===== src/rtl/des_ip_stage.sv =====
// DES initial-permutation stage: one 64-bit block per cycle, registered halves
// with one-cycle latency, ahead of the Feistel rounds.
module des_ip_stage (
  input  logic        clk_in,
  input  logic        rst_in,
  input  logic [63:0] data_in,
  input  logic        data_in_valid,
  output logic [31:0] left_data_out,
  output logic [31:0] right_data_out,
  output logic        data_out_valid
);

  localparam int unsigned BLOCK_W = 64;
  localparam int unsigned HALF_W  = 32;

  // IP[i] for i = 1..64: rows 1-4 start at 58,60,62,64, rows 5-8 at 57,59,61,63,
  // and each step along a row subtracts 8.
  function automatic int unsigned ip_idx(input int unsigned i);
    int unsigned r;
    int unsigned c;
    r = (i - 1) / 8;
    c = (i - 1) % 8;
    if (r < 4) ip_idx = 58 + 2 * r - 8 * c;
    else       ip_idx = 57 + 2 * (r - 4) - 8 * c;
  endfunction

  // P[i] lands at perm[64-i]; DES bit k of the input is data_in[64-k].
  logic [BLOCK_W-1:0] perm;

  for (genvar i = 1; i <= 64; i++) begin : g_ip
    assign perm[BLOCK_W-i] = data_in[BLOCK_W-ip_idx(i)];
  end

  // P[1..32] (DES L0) goes to the right half, P[33..64] (DES R0) to the left.
  always_ff @(posedge clk_in or posedge rst_in) begin
    if (rst_in) begin
      left_data_out  <= '0;
      right_data_out <= '0;
      data_out_valid <= 1'b0;
    end else begin
      data_out_valid <= data_in_valid;
      if (data_in_valid) begin
        right_data_out <= perm[BLOCK_W-1:HALF_W];
        left_data_out  <= perm[HALF_W-1:0];
      end
    end
  end

endmodule


===== config.mk =====
export PLATFORM = sky130hd
export DESIGN_NAME = des_ip_stage
export DESIGN_NICKNAME = d
export VERILOG_FILES = /design/src/rtl/des_ip_stage.sv
export SDC_FILE = /design/constraint.sdc
export NUM_CORES = 1
export LEC_CHECK = 0
export CAP_MARGIN = 20
export CORE_AREA = 8 8 90 92
export DETAILED_ROUTE_END_ITERATION = 16
export DIE_AREA = 0 0 98 100
export HOLD_SLACK_MARGIN = 0.02
export PLACE_DENSITY = 0.87
export SLEW_MARGIN = 25
export SYNTH_ARGS = -nofsm -noshare
export SYNTH_HDL_FRONTEND = slang
export SYNTH_SLANG_ARGS = --single-unit

===== constraint.sdc =====
create_clock -name clk_in -period 6 [get_ports clk_in]
set_input_delay 1.5 -clock clk_in [delete_from_list [all_inputs] [get_ports clk_in]]
set_output_delay 1.5 -clock clk_in [all_outputs]
set_load 0.005 [all_outputs]

==> results of run 1 <==
## synthesized netlist by cell type
cell / instances / area share [%]
dfrtp_1: 65 / 60
buf_12: 6 / 4.4
mux2_4: 60 / 33
mux2_2: 4 / 1.7
inv_1: 1 / 0.14
buf_6: 1 / 0.42
## sequential cells by signal, summed over array words and instances, names as in the netlist
register / count
right_data_out: 32
data_out_valid: 1
left_data_out: 32
## metal layers
layer	global-route usage, %	part of all wire, %	up-vias
li1	-	-	743
met1	14.5	41	775
met2	21.6	50	66
met3	5.19	7.4	7
met4	4.68	0.71	0
met5	0	0	-
## metrics by stage
| stage | cell area (sq um) | setup slack [ns] |
|---|---|---|
| finish | 4150 | 3.29 |
| global route | 4150 | 3.23 |
| CTS | 4150 | 3.25 |
| detailed placement | 4000 | 3.31 |
| global placement | 3990 | 3.08 |
| floorplan | 2710 | 2.87 |
## where the power goes
part	leakage [uW]	internal, uW	switching [uW]
combinational	0.00103	172	61.5
sequential	0.000760	482	24.4
clock	0.0000830	163	142
total	0.00187	817	227
## cell families after synthesis
group	share of synthesized area, %
flip-flops	60.1
multiplexers	34.9
buffers and inverters	4.99
## worst paths after layout
kind	slack [ns]	endpoint
min in group asynchronous	1.73	right_data_out[8]
worst min-delay path	0.51	left_data_out[28]
worst max-delay path	3.29	right_data_out[4]
max in group asynchronous	3.75	left_data_out[4]
worst min register to register	0.51	left_data_out[28]
worst max register to register	5.22	left_data_out[13]
## area by class of cell
class | instances | share of cell area (%)
clock buffer | 11 | 3.65
clock inverter | 1 | 0.121
inverter | 1 | 0.0904
multi-input combinational | 64 | 22.8
sequential | 65 | 39.2
tap | 80 | 2.41
timing repair buffer | 132 | 31.8
==> key figures, run 1 <==
Run status
  – Outcome: finished, final reports clean

Setup path
  – Crit path capture type: output pin
  – Slowest cell delay on critical path: 0.53 ns
  – Crit path from: right_data_out[4]
  – CP Data Required Time: 4.50 ns
  – CP top delay family: buffers and inverters
  – Levels on crit path: 1
  – Critical-path cell list: clkdlybuf4s50_1
  – Number of buffers and inverters on the critical path: 1
  – WS Path Type: flip-flop to output pin
  – Crit path DAT: 1.21 ns
  – R2R cell count: 1
  – Startpoint types: flip-flop
  – Crit path max fanout: 2
  – R2R Path Start: left_data_out[13]
  – CP max stage cell: clkdlybuf4s50_1

Hold path
  – Hold_sp: left_data_out[28]
  – Hold Path Cell Cnt: 1
  – Worst min-delay path category: flip-flop to flip-flop

Clocking
  – H-tree depth: 3
  – Root Buffer: clkbuf_8
  – CTS Hold Bufs: 0
  – Clk Latency, worst-skew pair: 0.31 ns
  – Post-CTS resize count: 0
  – CTS Buf Count: 9
  – Clk sink count: 65
  – CTS tree: yes
  – Post-CTS Setup Bufs: 0
  – Clk buf depth: 2
  – Clock transition at path regs: 0.07 ns

Logic synthesis
  – Net Count, Synth: 204
  – Post-Syn Area: 2710 sq um
  – Post-synthesis cell type count: 6
  – Post-synthesis register bit count: 65
  – Synthesized area per cell: 19.8 sq um
  – Synthesis Warnings: 0
  – Sequential area share after synthesis: 60.1%
  – Cell count after synthesis: 137

Pwr
  – Peak supply drop: 0.000111 V
  – Power per standard cell area: 251 nW/um^2
  – Tot Pwr: 1040 uW
  – P_leak: 0.00187 uW

Detailed routing
  – Wire per inst: 17.6 um
  – Initial DRC Count: 39
  – Pre-antenna DRT Iters: 4
  – Vias: 1591
  – Final wirelength: 6240 um
  – Post-DR vias/cell: 4.49
  – DRC: 0
  – ANT nets after route: 0

Final layout
  – Filler cell count in the final layout: 524
  – Fin util: 62.5%
  – Final #Nets: 340
  – Commonest non-fill, non-tap cell in the layout: clkdlybuf4s50_1
  – Commonest cells after routing, fill and taps aside: 130 x clkdlybuf4s50_1, 65 x dfrtp_1, 60 x mux2_4
  – ANT cells: 0
  – Layout cells sized above 1: 28.8%
  – Register area: 1630 sq um
  – Multi-input logic area: 946 sq um
  – Area added between synthesis and finish: 53.4%
  – Post-Layout Cell Count: 354

GRT
  – Global-route wire length before repair: 9900 um
  – Antenna violations before repair: 0
  – Vias in the first global route: 1847
  – Total grt overflow: 0
  – Gr usage total: 12.9%
  – Largest net degree at the start of global routing: 66

STA
  – Setup violators final: 0
  – Worst rel slew slack: 46.8%
  – Worst hold slack: 0.508 ns
  – Max Freq: 369 MHz
  – Skew final: 0 ns
  – Crit path time final: 2.71 ns
  – Slew Viols, Final: 0
  – Final Hold Viols: 0
  – Period utilisation layout: 45.2%
  – Unrepaired setup endpoints after global routing: false
  – Setup TNS: 0 ns
  – Pin slew with the least headroom to its limit: 0.799 ns

Floorplanning
  – Ports: 132
  – Die W: 98 um
  – Total die area: 9800 sq um
  – Starting Density: 40.8%
  – DIE HEIGHT: 100 um
  – Number of rows in the core area: 30
  – Core area: 6640 sq um

Placed design
  – RD Place Congestion: 0.678
  – DP HPWL: 4620 um
  – Placed insts: 342
  – IO Port Bufs: 131

Job
  – # Max-Cap Violations: 0
No activity file was read; power rests on OpenSTA's default activity.
==> inputs of run 2 (changes only) <==
--- a/config.mk
+++ b/config.mk
@@ -6,11 +6,11 @@
 export NUM_CORES = 1
 export LEC_CHECK = 0
 export CAP_MARGIN = 20
-export CORE_AREA = 8 8 90 92
+export CORE_AREA = 8 8 96 98
 export DETAILED_ROUTE_END_ITERATION = 16
-export DIE_AREA = 0 0 98 100
+export DIE_AREA = 0 0 104 106
 export HOLD_SLACK_MARGIN = 0.02
-export PLACE_DENSITY = 0.87
+export PLACE_DENSITY = 0.8
 export SLEW_MARGIN = 25
 export SYNTH_ARGS = -nofsm -noshare
 export SYNTH_HDL_FRONTEND = slang
==> constraint.sdc (replaced) <==
create_clock -name clk_in -period 2.46 [get_ports clk_in]
set_input_delay 0.615 -clock clk_in [delete_from_list [all_inputs] [get_ports clk_in]]
set_output_delay 0.615 -clock clk_in [all_outputs]
set_load 0.005 [all_outputs]
==> key figures, run 2 (synthesized netlist as in run 1, its figures left out) <==
Final layout
  – Register area: 1630 sq um
  – Final #Nets: 341
  – Fin util: 54.1%
  – Layout cells sized above 1: 29.0%
  – Commonest non-fill, non-tap cell in the layout: clkdlybuf4s50_1
  – ANT cells: 0
  – Largest registers: left_data_out: 32 flops, right_data_out: 32 flops, data_out_valid: 1 flops
  – Commonest cells after routing, fill and taps aside: 130 x clkdlybuf4s50_1, 65 x dfrtp_1, 60 x mux2_4
  – Multi-input logic area: 946 sq um
  – Area added between synthesis and finish: 56.8%
  – Post-Layout Cell Count: 384
  – Filler cell count in the final layout: 666

Clocking
  – Clk buf depth: 2
  – Post-CTS Setup Bufs: 0
  – Root Buffer: clkbuf_8
  – H-tree depth: 3
  – Clk Latency, worst-skew pair: 0.33 ns
  – Clock transition at path regs: 0.07 ns
  – CTS Hold Bufs: 0
  – CTS tree: yes
  – Clk sink count: 65
  – Post-CTS resize count: 0
  – CTS Buf Count: 9

Floorplanning
  – Die W: 104 um
  – Core area: 7850 sq um
  – Total die area: 11000 sq um
  – DIE HEIGHT: 106 um
  – Number of rows in the core area: 33
  – Starting Density: 34.5%
  – Ports: 132

Detailed routing
  – Vias: 1671
  – Wire per inst: 16.9 um
  – ANT nets after route: 0
  – DRC: 0
  – Post-DR vias/cell: 4.35
  – Final wirelength: 6480 um
  – Initial DRC Count: 51
  – Pre-antenna DRT Iters: 2

Placed design
  – IO Port Bufs: 131
  – Placed insts: 368
  – RD Place Congestion: 0.637
  – DP HPWL: 4590 um
  – DP Worst Slack: 0.813 ns

STA
  – Pin slew with the least headroom to its limit: 0.472 ns
  – Setup ws final: 0.621 ns
  – Setup violators final: 0
  – Max Freq: 544 MHz
  – Worst rel slew slack: 68.6%
  – Unrepaired setup endpoints after global routing: false
  – Period utilisation layout: 74.8%
  – Worst hold slack: 0.508 ns
  – Setup TNS: 0 ns
  – Skew final: 0 ns
  – Slew Viols, Final: 0
  – Crit path time final: 1.84 ns
  – Final Hold Viols: 0

Hold path
  – Worst min-delay path category: flip-flop to flip-flop

Setup path
  – Crit path capture type: output pin
  – CP max stage cell: clkdlybuf4s50_1
  – Startpoint types: flip-flop
  – CP Data Required Time: 1.85 ns
  – Critical-path cell list: clkdlybuf4s50_1
  – CP top delay family: buffers and inverters
  – Slowest cell delay on critical path: 0.53 ns
  – Crit path DAT: 1.22 ns
  – Number of buffers and inverters on the critical path: 1
  – Crit path max fanout: 2
  – WS Path Type: flip-flop to output pin

GRT
  – Total grt overflow: 0
  – Global-route wire length before repair: 10600 um
  – Antenna violations before repair: 0
  – Gr usage total: 12.0%
  – Vias in the first global route: 1956
  – Largest net degree at the start of global routing: 66

Run status
  – Outcome: finished, final reports clean

Job
  – # Max-Cap Violations: 0

Pwr
  – P_leak: 0.00190 uW
  – Peak supply drop: 0.000244 V
  – Power per standard cell area: 632 nW/um^2
==> run 2: changes by cell type in the layout (fill, tap and decap cells not counted) <==
cell | previous run | this run
clkinv_2 | 1 | 2
buf_12 | 0 | 2
clkbuf_8 | 11 | 10
buf_6 | 1 | 0
clkbuf_1 | 0 | 3
bufinv_16 | 0 | 1
==> run 2: per-layer routing <==
metal | up-vias | routed length [um] | track usage [%]
met5 | - | 0 | 0
met4 | 0 | 90 | 5.58
met3 | 9 | 545 | 5.20
met2 | 81 | 3020 | 18.4
met1 | 835 | 2820 | 14.4
li1 | 746 | - | -
==> run 2: final timing paths <==
check / slack, ns / endpoint / start / cells past startpoint
worst max-delay path: 0.62 / left_data_out[5] / left_data_out[5] / 1
worst min-delay path: 0.51 / left_data_out[20] / left_data_out[20] / 1
worst max register to register: 1.68 / left_data_out[6] / left_data_out[6] / 1
worst min register to register: 0.51 / left_data_out[20] / left_data_out[20] / 1
max in group asynchronous: 1.51 / right_data_out[27] / rst_in / 3
min in group asynchronous: 0.67 / left_data_out[20] / rst_in / 3
==> run 2: cell type report <==
cell class / count / area share [%]
clock buffer: 13 / 3.51
clock inverter: 3 / 0.943
inverter: 1 / 0.0884
multi-input combinational: 64 / 22.3
sequential: 65 / 38.3
tap: 105 / 3.09
timing repair buffer: 133 / 31.8
==> run 2: power by group <==
part	switching (uW)	internal [uW]
clock	376	494
sequential	61.1	1180
combinational	153	423
==> run 2: metrics by stage <==
step	cell area, sq um	power [uW]
2_1_floorplan	2710	1490
3_3_place_gp	4060	1830
3_5_place_dp	4060	1840
4_1_cts	4250	2730
5_1_grt	4250	2820
6_report	4250	2680
